File: src/rtl/prefix_add_seq_pkg.sv
// Shared types for the sequential parallel-prefix adder: FSM encoding and
// the level-counter sizing helper used by the top and the prefix row.
package prefix_add_seq_pkg;

    typedef enum logic [1:0] {
        ST_IDLE  = 2'd0,
        ST_LEVEL = 2'd1,
        ST_DONE  = 2'd2
    } state_t;

    // Counter must also hold the terminal value LOG2W after the last level.
    function automatic int lvl_width(input int log2w);
        return $clog2(log2w) + 1;
    endfunction

endpackage

File: src/rtl/prefix_add_seq_level.sv
// One combinational row of W (G,P) combine cells, reused for every prefix level.
// Latency: combinational. Backpressure: none, pure function of g/p/lvl.
// Bit i merges with bit i-2^lvl; bits below the span pass through unchanged.
module prefix_level #(
    parameter int W     = 16,
    parameter int LOG2W = 4,
    parameter int LVLW  = 3
) (
    input  logic [W-1:0]    g,
    input  logic [W-1:0]    p,
    input  logic [LVLW-1:0] lvl,
    output logic [W-1:0]    g_nxt,
    output logic [W-1:0]    p_nxt
);

    for (genvar i = 0; i < W; i++) begin : g_bit
        logic [LOG2W-1:0] hit;
        logic [LOG2W-1:0] g_src;
        logic [LOG2W-1:0] p_src;

        // Candidate partner per level; out-of-range partners are tied off.
        for (genvar k = 0; k < LOG2W; k++) begin : g_lvl
            if (i >= (2 ** k)) begin : g_has_partner
                assign hit[k]   = (lvl == LVLW'(k));
                assign g_src[k] = g[i - (2 ** k)];
                assign p_src[k] = p[i - (2 ** k)];
            end else begin : g_no_partner
                assign hit[k]   = 1'b0;
                assign g_src[k] = 1'b0;
                assign p_src[k] = 1'b0;
            end
        end

        logic active;
        logic g_sel;
        logic p_sel;

        assign active   = |hit;
        assign g_sel    = |(hit & g_src);
        assign p_sel    = |(hit & p_src);
        assign g_nxt[i] = active ? (g[i] | (p[i] & g_sel)) : g[i];
        assign p_nxt[i] = active ? (p[i] & p_sel) : p[i];
    end

endmodule

File: src/rtl/prefix_add_seq.sv
// Multi-cycle W-bit adder: one prefix row iterated log2(W) times (Kogge-Stone result).
// Latency: out_valid rises LOG2W cycles after accept; one op in flight at a time.
// Backpressure: result held in DONE until out_ready; in_ready only while IDLE.
module prefix_add_seq #(
    parameter int W     = 16,
    parameter int LOG2W = 4
) (
    input  logic         clk,
    input  logic         rst,
    input  logic [W-1:0] a,
    input  logic [W-1:0] b,
    input  logic         cin,
    input  logic         in_valid,
    output logic         in_ready,
    output logic [W-1:0] sum,
    output logic         cout,
    output logic         out_valid,
    input  logic         out_ready
);
    import prefix_add_seq_pkg::*;

    localparam int LVLW = lvl_width(LOG2W);

    if (W < 2 || (2 ** LOG2W) != W) begin : g_bad_params
        $error("prefix_add_seq: W must be a power of two >= 2 and LOG2W = log2(W)");
    end

    state_t          state_q;
    state_t          state_d;
    logic [LVLW-1:0] lvl_q;
    logic [W-1:0]    g_q;
    logic [W-1:0]    p_q;
    logic [W-1:0]    praw_q;
    logic            cin_q;
    logic [W-1:0]    sum_q;
    logic            cout_q;
    logic            out_valid_q;

    logic [W-1:0]    g_nxt;
    logic [W-1:0]    p_nxt;
    logic            accept;
    logic            handoff;
    logic            last_lvl;

    prefix_level #(
        .W     (W),
        .LOG2W (LOG2W),
        .LVLW  (LVLW)
    ) u_level (
        .g     (g_q),
        .p     (p_q),
        .lvl   (lvl_q),
        .g_nxt (g_nxt),
        .p_nxt (p_nxt)
    );

    assign in_ready  = (state_q == ST_IDLE);
    assign accept    = in_valid && in_ready;
    assign handoff   = out_valid_q && out_ready;
    assign last_lvl  = (state_q == ST_LEVEL) && (lvl_q == LVLW'(LOG2W - 1));
    assign sum       = sum_q;
    assign cout      = cout_q;
    assign out_valid = out_valid_q;

    always_comb begin
        state_d = state_q;
        case (state_q)
            ST_IDLE:  if (accept)   state_d = ST_LEVEL;
            ST_LEVEL: if (last_lvl) state_d = ST_DONE;
            ST_DONE:  if (handoff)  state_d = ST_IDLE;
            default:                state_d = ST_IDLE;
        endcase
    end

    always_ff @(posedge clk) begin
        if (rst) begin
            state_q     <= ST_IDLE;
            lvl_q       <= '0;
            g_q         <= '0;
            p_q         <= '0;
            praw_q      <= '0;
            cin_q       <= 1'b0;
            sum_q       <= '0;
            cout_q      <= 1'b0;
            out_valid_q <= 1'b0;
        end else begin
            state_q <= state_d;
            if (accept) begin
                // Fold cin into bit 0 so the prefix network never sees it separately.
                praw_q <= a ^ b;
                g_q    <= {a[W-1:1] & b[W-1:1], (a[0] & b[0]) | ((a[0] ^ b[0]) & cin)};
                p_q    <= {a[W-1:1] ^ b[W-1:1], 1'b0};
                cin_q  <= cin;
                lvl_q  <= '0;
            end else if (state_q == ST_LEVEL) begin
                g_q   <= g_nxt;
                p_q   <= p_nxt;
                lvl_q <= lvl_q + LVLW'(1);
                if (last_lvl) begin
                    sum_q       <= praw_q ^ {g_nxt[W-2:0], cin_q};
                    cout_q      <= g_nxt[W-1];
                    out_valid_q <= 1'b1;
                end
            end else if (handoff) begin
                out_valid_q <= 1'b0;
            end
        end
    end

endmodule

File: config.mk
export PLATFORM = sky130hd
export DESIGN_NAME = prefix_add_seq
export DESIGN_NICKNAME = d
export VERILOG_FILES = /design/src/rtl/prefix_add_seq_pkg.sv /design/src/rtl/prefix_add_seq_level.sv /design/src/rtl/prefix_add_seq.sv
export SDC_FILE = /design/constraint.sdc
export NUM_CORES = 1
export LEC_CHECK = 0
export CAP_MARGIN = 30
export CELL_PAD_IN_SITES_DETAIL_PLACEMENT = 0
export CELL_PAD_IN_SITES_GLOBAL_PLACEMENT = 1
export CORE_MARGIN = 5
export CORE_UTILIZATION = 47
export CTS_BUF_LIST = sky130_fd_sc_hd__clkbuf_4 sky130_fd_sc_hd__clkbuf_8
export DETAILED_ROUTE_END_ITERATION = 16
export GPL_TIMING_DRIVEN = 0
export MAX_ROUTING_LAYER = met4
export PLACE_DENSITY_LB_ADDON = 0.1
export SYNTH_ARGS = -nofsm -noshare
export SYNTH_HDL_FRONTEND = slang
export SYNTH_HIERARCHICAL = 1
export SYNTH_SLANG_ARGS = --single-unit
File: constraint.sdc
create_clock -name clk -period 4.95 [get_ports clk]
set_input_delay 0.99 -clock clk [delete_from_list [all_inputs] [get_ports clk]]
set_output_delay 0.99 -clock clk [all_outputs]
set_load 0.01 [all_outputs]
# Word-level counts from Yosys, hierarchy flattened
# Index checks and enable logic that the tools add are counted.
op_classes:
  bitwise: 82
  mux: 41
  eq_ne: 8
  n_addsub: 1
  n_reduce_logical: 51
op_table:
  columns: ["operator", "count"]
  rows:
  - ["OR reduction 4 bit", 30]
  - ["2-to-1 mux 16 bit", 4]
  - ["AND 4 bit", 15]
  - ["2-to-1 mux 1 bit", 33]
  - ["AND 1 bit", 32]
  - ["XOR 16 bit", 2]
  - ["AND 3 bit", 7]
  - ["OR 1 bit", 16]
  - ["AND 15 bit", 1]
  - ["XOR 15 bit", 1]
  - ["nonzero test 2 bit", 6]
  - ["AND reduction 3 bit", 3]
  - ["AND reduction 2 bit", 4]
  - ["AND 2 bit", 3]
  - ["equality test 3 x 2 -> 1 bit (second input constant)", 2]
  - ["2-to-1 mux 2 bit", 3]
  - ["one-hot mux 2 bit (3 select lines)", 1]
  - ["AND 4 x 3 -> 4 bit", 1]
  - ["!= test 2 bit (second input constant)", 2]
  - ["OR reduction 2 bit", 2]
  - ["adder 3 x 1 -> 3 bit (second input constant)", 1]
  - ["AND 3 x 2 -> 3 bit", 1]
  - ["equality test 3 x 1 -> 1 bit (second input constant)", 1]
  - ["logical AND 1 bit", 3]
  - ["9 further kinds", 9]
totals:
  reg_bits: 71
  wordCells: 196

# Depth between registers and ports, before layout
# Gate-level depths: netlist of run 1.
logic_depth:
  ltp_word: 8
  ltp_mapped: 8
  depth_no_buf: 5

# Hierarchy
# The synthesis of run 1 kept the hierarchy.
by_module_without_submodules:
  columns: ["mod", "cells_per_inst", "area_each_um2", "instances"]
  rows:
  - ["prefix_add_seq", 362, 3260.6, 1]
  - ["prefix_level", 108, 920.9, 1]

# Worst setup path before layout of run 1
# No wires, ideal clock.
synth_path:
  kind: "input to register"
  startpoint: "input port in_valid"
  endpoint: "register cin_q"
  arrival_ps: 1849
  slack_ps: 2969
  setup_time_ps: 132
  cell_stages: 6
  cell_sequence: "buf_2 -> or3b_1 -> buf_6 -> buf_8 -> nand2_1 -> a21oi_1"
synth_via:
  elab_chain_cells: 1
synth_rtl:
  columns: ["element", "line", "rtl"]
  rows:
  - ["start, declared", "prefix_add_seq.sv:13", "input logic in_valid,"]
  - ["logical AND 1 bit", "prefix_add_seq.sv:58", "assign accept = in_valid && in_ready;"]
  - ["end signal, assigned", "prefix_add_seq.sv:93", "cin_q <= cin;"]
  - ["end, declared", "prefix_add_seq.sv:34", "logic cin_q;"]
# No other way between the ends.
# A chain may end at the register's enable or synchronous reset.

# Worst setup path after layout of run 1
layout_path:
  startpoint: "register state_q[0]"
  endpoint: "output port in_ready"
layout_via:
  elab_chain_cells: 1
layout_rtl:
  columns: ["element", "line", "rtl"]
  rows:
  - ["start, declared", "prefix_add_seq.sv:28", "state_t state_q;"]
  - ["start signal, assigned", "prefix_add_seq.sv:87", "state_q <= state_d;"]
  - ["logical NOT 2 bit", "prefix_add_seq.sv:57", "assign in_ready = (state_q == ST_IDLE);"]
  - ["end, declared", "prefix_add_seq.sv:14", "output logic in_ready,"]
# No other way between the ends.

==> impl_metrics.csv, run 1 <==
group,metric,value,unit
routing,vias,3842,
clock_network,post_cts_buffers,0,
floorplanning,fp.dieW,104.3,um
global_routing,first_global_vias,3809,
floorplanning,coreArea,8678,sq um
clock_network,htreeDepth,3,
place,numPortBuffers,53,
min_path,min_from,"praw_q[4]",
routing,drt_wl_total,12320,um
cells_and_area,multiInputGateArea,2425,sq um
cells_and_area,fin_nets,589,
cells_and_area,final_cells,647,
critical_path,timing.rr.end,"g_q[1]",
global_routing,grt_pass1_wl,19870,um
routing,drt-wirelength-per-cell,19.04,um
place,place_hpwl,9612,um
timing,period_needed,2719,ps
critical_path,crit_fanout,10,
synthesis,ys_seq_area_frac,0.3447,
cells_and_area,n_antenna_cell,0,
timing,max_slew_margin,0.5460,
cells_and_area,num-fill-cells,825,
critical_path,path_class,"reg -> out",
timing,fmax,367.8,MHz
timing,period_share,0.5493,
clock_network,clockBufferDepth,2,
global_routing,grt_antenna_before_repair,0,
synthesis,syn_nets,525,
clock_network,cts_tree,"built",
cells_and_area,drive_above_1_share,0.1354,
clock_network,post_cts_resize_count,0,
critical_path,rrSetupSlack,2970,ps
synthesis,syn_area,4182,sq um
timing,finalClockSkew,10.02,ps
floorplanning,rows,34,
routing,via_per_inst,5.938,
run,cap_violations,0,
timing,finalMaxSlewViolations,0,
critical_path,startpoint_type,"register",
critical_path,endpoint_kind,"output pin",
synthesis,synth_top_area_frac,0.3447,
routing,drc,0,
timing,setup-violations-final,0,
routing,drtPass1Iterations,5,
synthesis,synth.most_common_cell,"nor2_1",
synthesis,yosys_warnings,6,
floorplanning,die_area,10880,sq um
clock_network,cts_sinks,72,
clock_network,clkSlewWorstSetupHoldPaths,80,ps
global_routing,grt_max_degree,14,
status,outcome,"completed",
synthesis,synth_edf_count,0,
place,place_inst,631,
synthesis,synthFlopType,"dfxtp_1",
timing,rsz0062_at_grt,"no",
floorplanning,initial_core_util,0.4818,
floorplanning,fp.dieH,104.3,um
synthesis,yosys-top-cells-count,"nor2_1 (77), dfxtp_1 (72), a211oi_1 (48)",
critical_path,cp.arrival,1730,ps
synthesis,yosysUniqueCellTypes,48,
synthesis,netlist_instances,470,
routing,ant_nets,0,
power_and_ir_drop,powerDensity,293.8,nW/um^2
timing,finalHoldViolCount,0,
cells_and_area,ff_latch_area,1441,sq um
synthesis,yosys-top-cells-area,"dfxtp_1 (34%), a211oi_1 (8.6%), nor2_1 (6.9%)",
clock_network,cts_made_buffers,9,
critical_path,timing.rr.start,"lvl_q[1]",
synthesis,ys_ff_latch,72,
timing,fin_setup_tns,0,ps
min_path,min_to,"praw_q[4]",
global_routing,grt_usage,0.2341,
synthesis,async_flop_share,0,
place,place.gp.congestion,0.9139,
clock_network,cts_root_buf,"clkbuf_8",
timing,worst_pin_slew,678.4,ps
synthesis,avgSynthCellArea,8.897,sq um
power_and_ir_drop,p_leak,0.001854,uW
power_and_ir_drop,peakVddDrop,175.2,uV
critical_path,ff2ff_path_depth,5,
global_routing,grt_overflow,0,
clock_network,clk_latency,360,ps
floorplanning,ios,56,
min_path,hp-class,"reg -> reg",
min_path,hold_path_depth,2,
routing,first_iter_violations,346,
clock_network,hold_buffers,0,
cells_and_area,area_growth,21.24,%
synthesis,synth_top_cell_by_area,"dfxtp_1",
critical_path,cp_data_required_time,3960,ps
-- flip-flops by register name, summed over array words and instances, names as in the netlist --
name / cells
cin_q: 1
cout: 1
g_q: 16
praw_q: 16
p_q: 16
sum: 16
state_q: 2
lvl_q: 3
out_valid: 1
-- cells by family (layout without fill, tap and decap cells) --
family                   after synthesis  in the layout  share of synthesized area
AO/OA/AOI/OAI                        147            147                     0.2558
XOR/XNOR                              16             16                    0.03351
adder cells (fa/ha/maj)               18             18                    0.05386
buffers and inverters                 52            121                    0.07540
flip-flops                            72             72                     0.3447
multiplexers                          28             28                    0.09815
AND/OR/NAND/NOR                      137            137                     0.1385
-- cell type report --
| class | instances | share of cell area |
|---|---|---|
| well taps | 108 | 0.02665 |
| flip-flops and latches | 72 | 0.2843 |
| inverters | 8 | 0.005923 |
| repair buffers | 53 | 0.1046 |
| multi-input cells | 346 | 0.4783 |
| clock buffers | 10 | 0.02591 |
| clock inverters | 6 | 0.01802 |
| plain buffers | 44 | 0.05627 |
-- routing by layer --
| layer | global-route usage | vias up | routed length (um) |
|---|---|---|---|
| met5 | - | - | 0 |
| met4 | 0.09066 | 0 | 332 |
| met3 | 0.04531 | 29 | 668 |
| met2 | 0.3652 | 156 | 5783 |
| met1 | 0.2995 | 1811 | 5536 |
| li1 | - | 1846 | - |
-- power breakdown --
group / leakage, uW / switching, uW / internal (uW)
clock network: 0.000114 / 238 / 292
logic: 0.00115 / 150 / 152
registers: 0.000591 / 43.5 / 614
total: 0.00185 / 432 / 1060
-- worst max-delay path by stage --
stage / startpoint / end / slack (ps) / cells past startpoint
2_1_floorplan: in_valid / cin_q / 2970 / 6
3_5_place_dp: a[0] / g_q[0] / 2580 / 5
5_1_grt: state_q[0] / in_ready / 2150 / 4
6_report: state_q[0] / in_ready / 2230 / 4
3_3_place_gp: state_q[0] / in_ready / 2590 / 4
4_1_cts: state_q[0] / in_ready / 2210 / 4
-- through the flow --
stage	area, sq um	hold slack [ps]	worst slack, ps	util	power, uW
after floorplan	4182	448.8	2969	-	863.6
after global placement	4847	454.3	2592	0.5585	967.2
after detailed placement	4847	460.3	2583	0.5585	970.8
after CTS	5070	471.8	2210	0.5842	1496
after global routing	5070	500.2	2153	0.5842	1563
final	5070	469.3	2231	0.5842	1489
-- layout by cell type (no fill, tap or decap), drive strengths merged, types with 3 or more instances in the layout --
master	count
a31oi	5
mux4	9
clkbuf	27
a21oi	21
clkinv	3
o2bb2ai	21
mux2i	11
clkdlybuf4s50	53
a31o	14
xnor2	16
nand2	42
nand2b	4
o22ai	9
o21ai	10
inv	9
ha	18
mux2	8
dfxtp	72
nor2	77
buf	27
a211oi	48
-- worst max-delay path, stage by stage (launching register included) --
cell             delay [ps]
dfxtp_1                 330
buf_4                   170
buf_2                   200
nor2_1                  130
clkdlybuf4s50_1         560
Note: power is estimated with default switching activity, not from simulation.
==> run 2, diff against run 1 <==
Settings changed: CORE_UTILIZATION 47 to 43.
Clock period 4.95 ns to 2.7 ns, I/O delays scaled along.
==> run 2 against run 1 <==
  * Combinational power grew 84%
  * Critical endpoint unchanged
  * Clock skew shrank 2.2 ps
  * Sequential cell count is the same
  * Sequential share of layout area shrank 0.13 points
  * Count of clock-buffer cells in the layout grew 1
==> impl_metrics.csv, run 2 (synthesis gave the netlist of run 1 again) <==
group,metric,value,unit
clock_network,clockBufferDepth,2,
global_routing,grt_usage,0.2333,
critical_path,path_class,"reg -> out",
power_and_ir_drop,p_leak,0.001842,uW
floorplanning,fp.dieH,108.6,um
floorplanning,coreArea,9639,sq um
clock_network,cts_made_buffers,9,
place,place_hpwl,9853,um
timing,finalMaxSlewViolations,0,
floorplanning,fp.dieW,108.6,um
cells_and_area,num-fill-cells,957,
critical_path,ff2ff_path_depth,5,
timing,finalHoldViolCount,0,
floorplanning,die_area,11800,sq um
routing,via_per_inst,5.650,
clock_network,clkSlewWorstSetupHoldPaths,80,ps
routing,vias,3797,
min_path,min_from,"praw_q[2]",
global_routing,grt_antenna_before_repair,0,
place,place.gp.congestion,0.9036,
critical_path,slowest_stage,"clkdlybuf4s50_1",
timing,fmax,441.2,MHz
timing,worst_pin_slew,726.7,ps
cells_and_area,drive_above_1_share,0.1354,
routing,first_iter_violations,241,
critical_path,timing.rr.end,"g_q[1]",
critical_path,timing.rr.start,"lvl_q[1]",
critical_path,crit_fanout,10,
timing,period_needed,2266,ps
global_routing,busiest_layer,"met2",
timing,rsz0062_at_grt,"no",
floorplanning,ios,56,
critical_path,rrSetupSlack,700,ps
routing,ant_nets,0,
clock_network,htreeDepth,3,
cells_and_area,layout_common_cells,"nor2_1 (77), dfxtp_1 (72), clkdlybuf4s50_1 (53)",
min_path,hp-class,"reg -> reg",
timing,max_slew_margin,0.5137,
routing,drtPass1Iterations,5,
cells_and_area,area_growth,21.78,%
global_routing,grt_pass1_wl,20260,um
critical_path,endpoint_kind,"output pin",
critical_path,slowest_delay,560,ps
clock_network,cts_root_buf,"clkbuf_8",
status,outcome,"completed",
global_routing,grt_overflow,0,
cells_and_area,fin_nets,589,
timing,setup-violations-final,0,
power_and_ir_drop,powerDensity,526.8,nW/um^2
power_and_ir_drop,peakVddDrop,257.8,uV
routing,drc,0,
routing,drt_wl_total,12730,um
floorplanning,initial_core_util,0.4338,
critical_path,cp_data_required_time,2160,ps
clock_network,clk_latency,360,ps
critical_path,startpoint_type,"register",
place,dp_slack,714.3,ps
global_routing,grt_max_degree,14,
clock_network,cts_sinks,72,
cells_and_area,layout_commonest_cell,"nor2_1",
clock_network,cts_tree,"built",
place,numPortBuffers,53,
clock_network,post_cts_resize_count,0,
routing,drt-wirelength-per-cell,18.94,um
min_path,min_to,"praw_q[2]",
global_routing,grt_util_met1,0.3004,
global_routing,met3_usage,0.04381,
clock_network,hold_buffers,0,
timing,fin_setup_tns,0,ps
run,cap_violations,0,
global_routing,grt_use_met2,0.3769,
cells_and_area,n_antenna_cell,0,
timing,period_share,0.8394,
timing,finalClockSkew,7.837,ps
timing,fin_ws,433.5,ps
critical_path,cp.arrival,1730,ps
floorplanning,rows,36,
clock_network,post_cts_buffers,0,
critical_path,crit_chain,"buf_4 > buf_2 > nor2_1 > clkdlybuf4s50_1",
min_path,hold_path_depth,2,
global_routing,first_global_vias,3701,
## run 2: cell types whose count changed in the layout (fill, tap and decap cells not counted), sizes merged
cell	change
clkinv	-2
clkinvlp	+2
bufinv	-1
clkbuf	+1
## run 2: area by class of cell
type | count | area [sq um] | area share
sequential | 72 | 1441 | 0.2830
clock inverter | 5 | 62.56 | 0.01229
tap | 133 | 166.4 | 0.03268
inverter | 8 | 30.03 | 0.005897
buffer | 44 | 285.3 | 0.05602
timing repair buffer | 53 | 530.5 | 0.1042
multi-input combinational | 346 | 2425 | 0.4762
clock buffer | 11 | 151.4 | 0.02973
## run 2: critical path: cells and delay by family (launching register included)
kind / cells / cell delay, ps
DFF: 1 / 340
and+or+nand+nor: 1 / 110
buffers and inverters: 3 / 930
## run 2: metal layers
layer  up-vias  routed length [um]
li1       1851                   -
met1      1806                5560
met2       127                6162
met3        13                 833
met4         0                 169
met5         -                   0
## run 2: per-stage QoR
stage                     utilization  total power, uW  cell area, sq um  instances  hold slack (ps)
after floorplan                     -             1583              4182        470            448.8
after global placement         0.5061             1779              4878        656            454.3
after detailed placement       0.5061             1785              4878        656            460.9
after CTS                      0.5283             2704              5092        672            472.4
after global routing           0.5283             2818              5092        672            491.2
final                          0.5283             2683              5092        672            468.6
## run 2: worst max-delay path by stage
stage | from | end | slack (ps) | cells past startpoint
CTS | state_q[0] | in_ready | 430 | 4
floorplan | lvl_q[0] | sum[11] | 930 | 6
global placement | lvl_q[0] | sum[3] | 750 | 7
global route | state_q[0] | in_ready | 350 | 4
detailed placement | lvl_q[0] | sum[3] | 710 | 7
finish | state_q[0] | in_ready | 430 | 4
## run 2: power breakdown
group | leakage, uW | switching (uW) | internal, uW
registers | 0.000591 | 79.5 | 1120
logic | 0.00115 | 279 | 279
clock network | 0.000102 | 439 | 482
total | 0.00184 | 797 | 1890
==> run 3, diff against run 2 <==
Clock period 2.7 ns to 2.3 ns, I/O delays scaled along.
==> results of run 3 <==
The final DEF is identical to that of run 2. Status: completed.
Main changes from that run: setup slack after placement 714.3 ps -> 314.3 ps; setup slack after layout 433.5 ps -> 113.5 ps; register-to-register setup slack 700 ps -> 300 ps; total power 2683 uW -> 3149 uW; worst IR drop on VDD 257.8 uV -> 302.7 uV
